### src/rtl/vga_timing_pkg.sv
// -----------------------------------------------------------------------------
// vga_timing_pkg
// Shared 640x480@60 VGA timing constants and the coordinate type used by the
// sync generator and the overlay / colour-mux blocks.
//   - *_DEF     : default visible/porch/sync sizes (pixels or lines)
//   - H_TOTAL / V_TOTAL : full line / frame length for the defaults
//   - *_SYNC_START / *_SYNC_END : inclusive sync-low windows for the defaults
//   - coord_t   : 10-bit pixel coordinate
// -----------------------------------------------------------------------------
package vga_timing_pkg;

  localparam int COORD_W = 10;
  typedef logic [COORD_W-1:0] coord_t;

  localparam int H_DISP_DEF = 640;
  localparam int H_FP_DEF   = 16;
  localparam int H_SYNC_DEF = 96;
  localparam int H_BP_DEF   = 48;

  localparam int V_DISP_DEF = 480;
  localparam int V_FP_DEF   = 10;
  localparam int V_SYNC_DEF = 2;
  localparam int V_BP_DEF   = 33;

  localparam int H_TOTAL = H_DISP_DEF + H_FP_DEF + H_SYNC_DEF + H_BP_DEF;
  localparam int V_TOTAL = V_DISP_DEF + V_FP_DEF + V_SYNC_DEF + V_BP_DEF;

  localparam int H_SYNC_START = H_DISP_DEF + H_FP_DEF;
  localparam int H_SYNC_END   = H_SYNC_START + H_SYNC_DEF - 1;
  localparam int V_SYNC_START = V_DISP_DEF + V_FP_DEF;
  localparam int V_SYNC_END   = V_SYNC_START + V_SYNC_DEF - 1;

endpackage

### src/rtl/pixel_tick_gen.sv
// -----------------------------------------------------------------------------
// pixel_tick_gen
// Divides the system clock into a one-clock-wide pixel enable.
//   clk    : system clock
//   reset  : asynchronous active-high reset (counter returns to 0)
//   p_tick : high for one clk every DIV clocks (constantly high when DIV == 1)
// -----------------------------------------------------------------------------
module pixel_tick_gen #(
  parameter int DIV = 2
) (
  input  logic clk,
  input  logic reset,
  output logic p_tick
);

  // Keep at least one bit so DIV == 1 still elaborates; the counter then
  // sits at 0 == DIV-1 and p_tick stays high.
  localparam int CNT_W = (DIV > 1) ? $clog2(DIV) : 1;
  localparam logic [CNT_W-1:0] LAST = CNT_W'(DIV - 1);

  logic [CNT_W-1:0] div_cnt_q, div_cnt_d;

  always_comb begin
    div_cnt_d = div_cnt_q + 1'b1;
    if (div_cnt_q == LAST) div_cnt_d = '0;
  end

  always_ff @(posedge clk or posedge reset) begin
    if (reset) div_cnt_q <= '0;
    else       div_cnt_q <= div_cnt_d;
  end

  assign p_tick = (div_cnt_q == LAST);

endmodule

### src/rtl/vga_sync_gen.sv
// -----------------------------------------------------------------------------
// vga_sync_gen
// Pixel-timing generator for the 640x480 VGA path. All outputs are aligned so
// downstream logic samples pixel_x/pixel_y/video_on on the same p_tick.
//   clk        : system clock (DIV clocks per pixel)
//   reset      : asynchronous active-high reset
//   p_tick     : pixel enable, one clk every DIV clocks
//   hsync      : horizontal sync, active low
//   vsync      : vertical sync, active low
//   video_on   : current coordinate is inside the visible area
//   pixel_x    : horizontal count 0..H_TOTAL-1
//   pixel_y    : vertical count 0..V_TOTAL-1
//   frame_tick : (only with VGA_SYNC_FRAME_TICK_EN defined) one-clk pulse on
//                the edge where the counters wrap to (0, 0)
// Build option: define VGA_SYNC_FRAME_TICK_EN to add the frame_tick output.
// -----------------------------------------------------------------------------
module vga_sync_gen
  import vga_timing_pkg::*;
#(
  parameter int DIV    = 2,
  parameter int H_DISP = H_DISP_DEF,
  parameter int H_FP   = H_FP_DEF,
  parameter int H_SYNC = H_SYNC_DEF,
  parameter int H_BP   = H_BP_DEF,
  parameter int V_DISP = V_DISP_DEF,
  parameter int V_FP   = V_FP_DEF,
  parameter int V_SYNC = V_SYNC_DEF,
  parameter int V_BP   = V_BP_DEF
) (
  input  logic               clk,
  input  logic               reset,
  output logic               p_tick,
  output logic               hsync,
  output logic               vsync,
  output logic               video_on,
  output logic [COORD_W-1:0] pixel_x,
  output logic [COORD_W-1:0] pixel_y
`ifdef VGA_SYNC_FRAME_TICK_EN
  ,
  output logic               frame_tick
`endif
);

  localparam int H_TOT = H_DISP + H_FP + H_SYNC + H_BP;
  localparam int V_TOT = V_DISP + V_FP + V_SYNC + V_BP;

  localparam logic [COORD_W-1:0] H_LAST   = COORD_W'(H_TOT - 1);
  localparam logic [COORD_W-1:0] V_LAST   = COORD_W'(V_TOT - 1);
  localparam logic [COORD_W-1:0] H_VIS    = COORD_W'(H_DISP);
  localparam logic [COORD_W-1:0] V_VIS    = COORD_W'(V_DISP);
  localparam logic [COORD_W-1:0] HS_START = COORD_W'(H_DISP + H_FP);
  localparam logic [COORD_W-1:0] HS_END   = COORD_W'(H_DISP + H_FP + H_SYNC - 1);
  localparam logic [COORD_W-1:0] VS_START = COORD_W'(V_DISP + V_FP);
  localparam logic [COORD_W-1:0] VS_END   = COORD_W'(V_DISP + V_FP + V_SYNC - 1);

  // Elaboration-time legality checks: counters are 10 bits wide.
  if (H_TOT > 1023) begin : g_bad_h_total
    $error("vga_sync_gen: horizontal total %0d exceeds 1023", H_TOT);
  end
  if (V_TOT > 1023) begin : g_bad_v_total
    $error("vga_sync_gen: vertical total %0d exceeds 1023", V_TOT);
  end
  if (DIV < 1 || DIV > 16) begin : g_bad_div
    $error("vga_sync_gen: DIV %0d outside 1..16", DIV);
  end

  pixel_tick_gen #(.DIV(DIV)) u_pixel_tick_gen (
    .clk    (clk),
    .reset  (reset),
    .p_tick (p_tick)
  );

  logic [COORD_W-1:0] h_cnt_q, h_cnt_d;
  logic [COORD_W-1:0] v_cnt_q, v_cnt_d;
  logic               hsync_q, hsync_d;
  logic               vsync_q, vsync_d;
  logic               frame_wrap;

  always_comb begin
    h_cnt_d    = h_cnt_q;
    v_cnt_d    = v_cnt_q;
    frame_wrap = 1'b0;
    if (p_tick) begin
      if (h_cnt_q == H_LAST) begin
        h_cnt_d = '0;
        if (v_cnt_q == V_LAST) begin
          v_cnt_d    = '0;
          frame_wrap = 1'b1;
        end else begin
          v_cnt_d = v_cnt_q + 1'b1;
        end
      end else begin
        h_cnt_d = h_cnt_q + 1'b1;
      end
    end
    // Syncs decode the next counts so they change on the same edge as the
    // counters, giving zero skew to pixel_x/pixel_y.
    hsync_d = !((h_cnt_d >= HS_START) && (h_cnt_d <= HS_END));
    vsync_d = !((v_cnt_d >= VS_START) && (v_cnt_d <= VS_END));
  end

  always_ff @(posedge clk or posedge reset) begin
    if (reset) begin
      h_cnt_q <= '0;
      v_cnt_q <= '0;
      hsync_q <= 1'b1;
      vsync_q <= 1'b1;
    end else begin
      h_cnt_q <= h_cnt_d;
      v_cnt_q <= v_cnt_d;
      hsync_q <= hsync_d;
      vsync_q <= vsync_d;
    end
  end

`ifdef VGA_SYNC_FRAME_TICK_EN
  logic frame_tick_q, frame_tick_d;

  assign frame_tick_d = frame_wrap;

  always_ff @(posedge clk or posedge reset) begin
    if (reset) frame_tick_q <= 1'b0;
    else       frame_tick_q <= frame_tick_d;
  end

  assign frame_tick = frame_tick_q;
`else
  logic unused_frame_wrap;
  assign unused_frame_wrap = frame_wrap;
`endif

  assign hsync    = hsync_q;
  assign vsync    = vsync_q;
  assign video_on = (h_cnt_q < H_VIS) && (v_cnt_q < V_VIS);
  assign pixel_x  = h_cnt_q;
  assign pixel_y  = v_cnt_q;

endmodule
### config.mk
export PLATFORM = sky130hd
export DESIGN_NAME = vga_sync_gen
export DESIGN_NICKNAME = d
export VERILOG_FILES = /design/src/rtl/vga_timing_pkg.sv /design/src/rtl/pixel_tick_gen.sv /design/src/rtl/vga_sync_gen.sv
export SDC_FILE = /design/constraint.sdc
export NUM_CORES = 1
export LEC_CHECK = 0
export BUFFER_PORTS_ARGS = -buffer_cell sky130_fd_sc_hd__buf_4
export CORE_MARGIN = 3
export CORE_UTILIZATION = 53
export DETAILED_ROUTE_END_ITERATION = 12
export PLACE_DENSITY = 0.89
export SYNTH_ARGS = -nofsm -noshare
export SYNTH_HDL_FRONTEND = slang
export SYNTH_SLANG_ARGS = --single-unit
export TNS_END_PERCENT = 1
### constraint.sdc
create_clock -name clk -period 2.5 [get_ports clk]
set_input_delay 0.375 -clock clk [delete_from_list [all_inputs] [get_ports clk]]
set_output_delay 0.375 -clock clk [all_outputs]
set_load 0.02 [all_outputs]
==> results.env, run 1 <==
RESULT_OF_THE_RUN='complete, no violations'
FIN_UTIL_PCT=68.11
REQUIRED_NS=2.76
DETAIL_ROUTE.VIAS_PER_CELL=6.202
FIN_TOTAL_PWR_uW=556.8
SYNTH_CELL_TYPE_COUNT=41
DP.FINAL_HPWL_MM=2.269
YOSYS.AREA.TOP_TYPE_SHARE_PCT=39.00
SYNTH_COMPOUND_AREA_SHARE_PCT=11.88
CRITICAL_PATH.STARTPOINT_TYPE='register'
CTS_HOLD_BUF=0
CRIT_PATH_CELLS='ha_1 -> nand3_4 -> nor4_1 -> mux2i_1 -> o211ai_1 -> a2111o_1'
CRITICAL-PATH-SLOWEST-CELL='sky130_fd_sc_hd__dfrtp_1'
WORST_IR_DROP_VDD_mV=0.3250
SYNTH_TOP_FAMILY_BY_AREA='simple AND/OR/NAND/NOR gates'
P_LEAK_nW=0.6929
FIRSTDRTPASSITERS=5
FIRST_GLOBAL_VIAS=1151
WORST_PIN_SLEW_NS=0.8488
SYNTH_FA_HA_AREA_SHARE_PCT=2.786
SYN_TO_FINAL_GROWTH_PCT=17.18
NUMCLOCKSINKS=23
ROW_COUNT=17
CTS_INSERTED_BUFFERS=3
DRT_DRC_VIOLATIONS_LEFT=0
MIN_HOLD_SLACK_NS=0.2153
POST-ROUTE-MIN-PERIOD_NS=2.074
FINISH.NET_COUNT=166
FINALCRITPERIODSHARE_PCT=82.97
LAYOUT.FILLER_CELLS=175
SETUP_VIOL=0
TIMING.HOLD.WORST.CLASS='in -> async'
CRITICAL_PATH_PEAK_FANOUT=6
MULTI_INPUT_COMB_AREA_UM2=713.2
TRITONCTS='built'
IO_BUFFER_COUNT=25
DIE_W_UM=56.43
SYNTH-SEQ-AREA-SHARE_PCT=42.90
GR-USAGE-ALL-LAYERS_PCT=20.93
ROUTE.ANTENNA.REMAINING_NETS=0
GRT_START_MAX_NET_PINS=24
AREA.SEQUENTIAL_UM2=578.1
CORE_FOOTPRINT_MM2=0.002318
SETUP.WORST_PATH.CLASS='reg -> reg'
ASYNC_S_R_FF_SHARE_SYNTH_PCT=100.0
REGTOREGSETUPSLACK_NS=0.43
SYNTH-WARNING-COUNT=0
DRV_SLEW=0
YOSYS.AREA_SHARE.XOR_XNOR_PCT=6.500
WORSTSETUPENDPOINTTYPE='register'
NUM_ANTENNA_CELLS=0
YS_FF_LATCH=23
START_UTIL_PCT=58.12
CRIT-REG2REG-CAPTURE='vsync'
CRIT_PATH_DAT_NS=2.33
R2R_START='pixel_x[0]'
GP_CONGESTION=0.9179
MAXCLOCKFREQUENCY_MHz=482.1
SETUP_WS_NS=0.4257
WORST_SETUP_HOLD_PATH_CLK_SLEW_NS=0.13
TOP_COUNT_CELL_POST_SYNTH='sky130_fd_sc_hd__dfrtp_1'
DRT_WL_TOTAL_MM=3.045
NETLIST_AREA_BEFORE_PLACEMENT_MM2=0.001348
GRT_SETUP_UNREPAIRED='no'
CLOCK_LATENCY_NS=0.32
SYNTH.MUX.AREA_FRACTION_PCT=2.971
SYNTH.LARGEST_AREA_CELL='sky130_fd_sc_hd__dfrtp_1'
POWER.DENSITY_mW_PER_MM2=352.6
SYNTHTOPCELLSBYCOUNT='21 x sky130_fd_sc_hd__dfrtp_1, 8 x sky130_fd_sc_hd__inv_1, 8 x sky130_fd_sc_hd__nand3_1, 8 x sky130_fd_sc_hd__xnor2_1'
SYNTH_EDF_COUNT=0
DIE-AREA_MM2=0.003184
ANTENNA_VIOLATIONS_BEFORE_REPAIR=0
POST_SYNTH_MAIN_AREA_CONTRIBUTORS='sky130_fd_sc_hd__dfrtp_1 39%, sky130_fd_sc_hd__xnor2_1 5.2%, sky130_fd_sc_hd__dfstp_2 3.9%'
HTREEDEPTH=1
FINAL-HOLD-VIOLATION-COUNT=0
DIE_HEIGHT_UM=56.43
POST_CTS.RESIZED_INSTANCES=0
MAX_CAP_VIOL_COUNT=0
FINAL.SETUP_SKEW_NS=0.004517
OVERFLOW=0
POSTCTSSETUPREPAIRBUFS=0
SIMPLE_GATE_PORTION_OF_THE_SYNTHESIZED_AREA_PCT=28.78
ROUTED_WIRE_LENGTH_PER_INSTANCE_UM=16.20
SYN_AREA_PER_CELL_UM2=10.06
TIMING.SETUP.TNS_NS=0
SLOWEST_DELAY_NS=0.42
CLK_ROOT_BUFFER_CELL='sky130_fd_sc_hd__clkbuf_4'
WIRE_LENGTH_OF_THE_FIRST_GLOBAL_ROUTING_PASS_MM=5.271
VIAS=1166
NUMBER_OF_TOP_LEVEL_PINS=26
MAX-SLEW-MARGIN-REL_PCT=43.35
SYNTH_FP_NETS=139
REG2REGPATHDEPTH=6
DRT_ITER0_DRC=65
PLACEMENT.SETUP.WORST_SLACK_NS=0.4226
MAPPED_CELLS=134
POST_ROUTE_CELLS_DRIVE_ABOVE_1_SHARE_PCT=23.75
CTS.PATH.MAX_BUFFERS=2
YS.FLOP_TYPE='sky130_fd_sc_hd__dfrtp_1'
[worst max-delay path, delay by kind of cell, from the launching register on]
kind / cells / cell delay (ns)
compound gates: 2 / 0.52
simple gates: 2 / 0.51
flops: 1 / 0.42
mux: 1 / 0.31
fa+ha+maj: 1 / 0.26
[layout by cell type (no fill, tap or decap), types with 2 or more instances in the layout]
cell type                  count
sky130_fd_sc_hd__nor2_1        7
sky130_fd_sc_hd__o31a_1        2
sky130_fd_sc_hd__dfstp_2       2
sky130_fd_sc_hd__o21ai_0       6
sky130_fd_sc_hd__xnor2_1       8
sky130_fd_sc_hd__ha_1          3
sky130_fd_sc_hd__nand3_1       8
sky130_fd_sc_hd__and3b_1       3
sky130_fd_sc_hd__nand4_1       7
sky130_fd_sc_hd__inv_1         8
sky130_fd_sc_hd__xor2_1        2
sky130_fd_sc_hd__nand4b_1      2
sky130_fd_sc_hd__and3_1        2
sky130_fd_sc_hd__nor4_1        2
sky130_fd_sc_hd__clkbuf_4      3
sky130_fd_sc_hd__nand3b_1      2
sky130_fd_sc_hd__buf_4        26
sky130_fd_sc_hd__mux2i_1       4
sky130_fd_sc_hd__nor3_1        4
sky130_fd_sc_hd__a21oi_1       6
sky130_fd_sc_hd__nand2b_1      2
sky130_fd_sc_hd__nand2_1       7
sky130_fd_sc_hd__dfrtp_1      21
sky130_fd_sc_hd__or3_1         5
[worst max path at each step]
stage,cells past startpoint,startpoint,slack [ns],endpoint
floorplan,6,pixel_x[0],0.47,vsync
detailed placement,6,pixel_x[0],0.42,vsync
finish,6,pixel_x[0],0.43,vsync
global placement,6,pixel_x[0],0.55,vsync
CTS,6,pixel_x[0],0.41,vsync
global route,6,pixel_x[0],0.21,vsync
[layout make-up]
class / count / share of cell area [%]
Multi-Input combinational cell: 99 / 45.17
Clock inverter: 1 / 0.3170
Inverter: 8 / 1.902
Timing Repair Buffer: 26 / 12.36
Sequential cell: 23 / 36.61
Clock buffer: 3 / 1.426
Tap cell: 28 / 2.219
[report_power, final]
group / switching, mW / internal (mW) / total (mW) / leakage [nW]
Sequential: 0 / 0.372 / 0.372 / 0.300
Clock: 0.117 / 0.0599 / 0.177 / 0.0177
Combinational: 0.00696 / 0.00106 / 0.00802 / 0.375
[state kept, by name, indices dropped and copies added, names as in the netlist]
register,cells
pixel_x,10
hsync,1
u_pixel_tick_gen.p_tick,1
pixel_y,10
vsync,1
[through the flow]
step	instances	instance area [µm²]
after global routing	188	1579
after detailed placement	184	1551
final	188	1579
after CTS	188	1579
after floorplan	134	1348
after global placement	184	1551
[kinds of logic after synthesis]
kind of cell    after synthesis
compound gates               23
xor+xnor                     10
fa+ha+maj                     3
flops                        23
simple gates                 59
mux                           4
buf+inv                      12
[layer usage]
| metal | wire, µm | vias up | track usage [%] |
|---|---|---|---|
| met3 | 218 | 8 | 3.678 |
| met2 | 1543 | 60 | 34.82 |
| met4 | 40 | 0 | 8.136 |
| met5 | 0 | - | 0 |
| li1 | - | 543 | - |
| met1 | 1242 | 555 | 26.82 |
(Power assumes the default switching activity.)
==> run 2: changes to the inputs <==
Settings changed: CORE_UTILIZATION 53 to 49, PLACE_DENSITY 0.89 to 0.87.
Clock period 2.5 ns to 1.7 ns, I/O delays scaled along.
==> run 2 against run 1 <==
The run now ends with negative setup slack left. Combinational power grew 98%. Power increased by 47%. Cell count rose by 24%. Worst hold slack gained 0.30 ns. Worst setup slack worse by 0.61 ns.
==> results.env, run 2 (same netlist as run 1, synthesis figures left out) <==
CLOCK_LATENCY_NS=0.32  # about the same
GRT.BUSIEST_LAYER='met2'
SYN_TO_FINAL_GROWTH_PCT=51.16
MAX-SLEW-MARGIN-REL_PCT=77.92  # +35 points
WORST_SETUP_HOLD_PATH_CLK_SLEW_NS=0.13  # about the same
CRIT_PATH_DAT_NS=2.14  # -0.19 ns
FINALCRITPERIODSHARE_PCT=110.9  # +28 points
SETUP_VIOL=5  # +5
DETAIL_ROUTE.VIAS_PER_CELL=5.684  # -8.4%
DRT_DRC_VIOLATIONS_LEFT=0  # unchanged
VIAS=1330  # +14%
GLOBALROUTEMET1UTIL_PCT=26.17  # -0.66 points
POWER.DENSITY_mW_PER_MM2=402.1  # +14%
DRT_WL_TOTAL_MM=3.899  # +28%
REG2REGPATHDEPTH=5  # -1
FAILING_CHECKS='negative setup slack'
ANTENNA_VIOLATIONS_BEFORE_REPAIR=0  # unchanged
ROUTE.ANTENNA.REMAINING_NETS=0  # unchanged
REQUIRED_NS=1.95  # -0.81 ns
HTREEDEPTH=1  # unchanged
NUM_ANTENNA_CELLS=0  # unchanged
SETUP.WORST_PATH.CLASS='reg -> reg'
DIE-AREA_MM2=0.003415  # +7.3%
TIMING.SETUP.TNS_NS=-0.2540  # -0.2540 ns
GP_CONGESTION=0.8624  # -6.0%
GRT.MET3_USAGE_PCT=3.728  # +0.050 points
R2R_START='pixel_x[5]'
DIE_W_UM=58.44  # +3.6%
SETUP_WS_NS=-0.1858  # -0.6115 ns
FINAL.SETUP_SKEW_NS=0.01115  # +0.006637 ns
CTS_INSERTED_BUFFERS=3  # unchanged
FIRSTDRTPASSITERS=4  # -1
FINISH.NET_COUNT=210  # +27%
MAX_CAP_VIOL_COUNT=0  # unchanged
GR-USAGE-ALL-LAYERS_PCT=24.13  # +3.2 points
CRITICAL_PATH.STARTPOINT_TYPE='register'
DIE_HEIGHT_UM=58.44  # +3.6%
FINAL-HOLD-VIOLATION-COUNT=0  # unchanged
OVERFLOW=0  # unchanged
ROW_COUNT=18  # +1
POST_ROUTE_CELLS_DRIVE_ABOVE_1_SHARE_PCT=52.94  # +29 points
NUMCLOCKSINKS=23  # unchanged
DRV_SLEW=0  # unchanged
DP.FINAL_HPWL_MM=2.838  # +25%
MAXCLOCKFREQUENCY_MHz=530.3  # +10%
MET2_USAGE_PCT=44.50  # +9.7 points
ROUTED_WIRE_LENGTH_PER_INSTANCE_UM=16.66  # +2.9%
CORE_FOOTPRINT_MM2=0.002545  # +9.8%
POST-ROUTE-MIN-PERIOD_NS=1.886  # -0.1885 ns
WORST_IR_DROP_VDD_mV=0.4480  # +38%
P_LEAK_nW=0.8916  # +29%
WORSTSETUPENDPOINTTYPE='register'
START_UTIL_PCT=52.95  # -5.2 points
TRITONCTS='built'
CTS.PATH.MAX_BUFFERS=2  # unchanged
REGTOREGSETUPSLACK_NS=-0.19  # -0.61 ns
WIRE_LENGTH_OF_THE_FIRST_GLOBAL_ROUTING_PASS_MM=6.154  # +17%
IO_BUFFER_COUNT=25  # unchanged
GRT_SETUP_UNREPAIRED='yes'
MOST-COMMON-LAYOUT-CELLS='66 x sky130_fd_sc_hd__buf_4, 12 x sky130_fd_sc_hd__dfrtp_2, 9 x sky130_fd_sc_hd__dfrtp_1, 8 x sky130_fd_sc_hd__xnor2_1'
CRIT-REG2REG-CAPTURE='vsync'
RESULT_OF_THE_RUN='finished, violations left'
LAYOUT_COMMONEST_CELL='sky130_fd_sc_hd__buf_4'
TIMING.HOLD.WORST.CLASS='in -> async'
TIMING.CRITICAL_PATH.TO='vsync'
FIN_TOTAL_PWR_uW=819.2  # +47%
CRITICAL_PATH_PEAK_FANOUT=3  # -3
GRT_START_MAX_NET_PINS=24  # unchanged
SETUP.WORST_PATH.START='pixel_x[5]'
CLK_ROOT_BUFFER_CELL='sky130_fd_sc_hd__clkbuf_4'
NUMBER_OF_TOP_LEVEL_PINS=26  # unchanged
WORST_PIN_SLEW_NS=0.3283  # -0.5205 ns
DRT_ITER0_DRC=69  # +6.2%
FIRST_GLOBAL_VIAS=1361  # +18%
run 2: cell count changes in the layout (fill, tap and decap cells not counted), sizes merged:
cell / delta
dlygate4sd3: +1
buf: +43
run 2: critical path: stages, from the launching register on:
cell and delay (ns):
sky130_fd_sc_hd__dfrtp_2 0.43, sky130_fd_sc_hd__nand4bb_4 0.28, sky130_fd_sc_hd__o41a_1 0.47, sky130_fd_sc_hd__a31oi_2 0.20, sky130_fd_sc_hd__o211ai_1 0.14, sky130_fd_sc_hd__a2111o_1 0.30
run 2: layout make-up:
type / count / area [µm²]
multi-input combinational: 99 / 809.5
sequential: 23 / 593.1
timing repair buffer: 70 / 539.3
fill: 147 / 508.0
tap: 30 / 37.54
inverter: 8 / 30.03
clock buffer: 3 / 22.52
clock inverter: 1 / 5.005
run 2: worst min-delay path by stage:
stage	start	to	depth (start not counted)
3_5_place_dp	reset	pixel_y[9]	3
2_1_floorplan	reset	pixel_x[2]	1
6_report	reset	pixel_y[9]	4
4_1_cts	reset	pixel_y[9]	4
5_1_grt	reset	pixel_y[9]	4
3_3_place_gp	reset	pixel_y[9]	3
run 2: repair_timing:
item	in CTS	in global routing
buffers inserted	10	2
gates cloned	0	0
setup endpoints to repair	5	10
hold buffers	1	0
endpoints found under the hold margin	21	0
gates resized for setup	12	6
pin swaps	9	7
run 2: where the power goes:
group	switching, mW	internal [mW]
Combinational	0.0113	0.00463
Sequential	0	0.547
Clock	0.168	0.0882
run 2: stage by stage:
step	cell area, µm²	hold WS [ns]	util [%]	setup slack [ns]	instances
after CTS	1986	0.5257	78.02	-0.1226	232
after global placement	1823	0.3158	71.63	-0.1442	217
after global routing	2037	0.5334	80.04	-0.2345	234
after detailed placement	1823	0.3240	71.63	-0.2000	217
final	2037	0.5133	80.04	-0.1858	234
after floorplan	1384	0.2546	-	-0.1633	134
run 2: metal layers:
metal	share of wire [%]	routed length, µm	up-vias
met5	0	0	-
met4	3.9	154	0
met3	5.7	221	17
met2	52	2018	55
met1	39	1505	627
li1	-	-	631
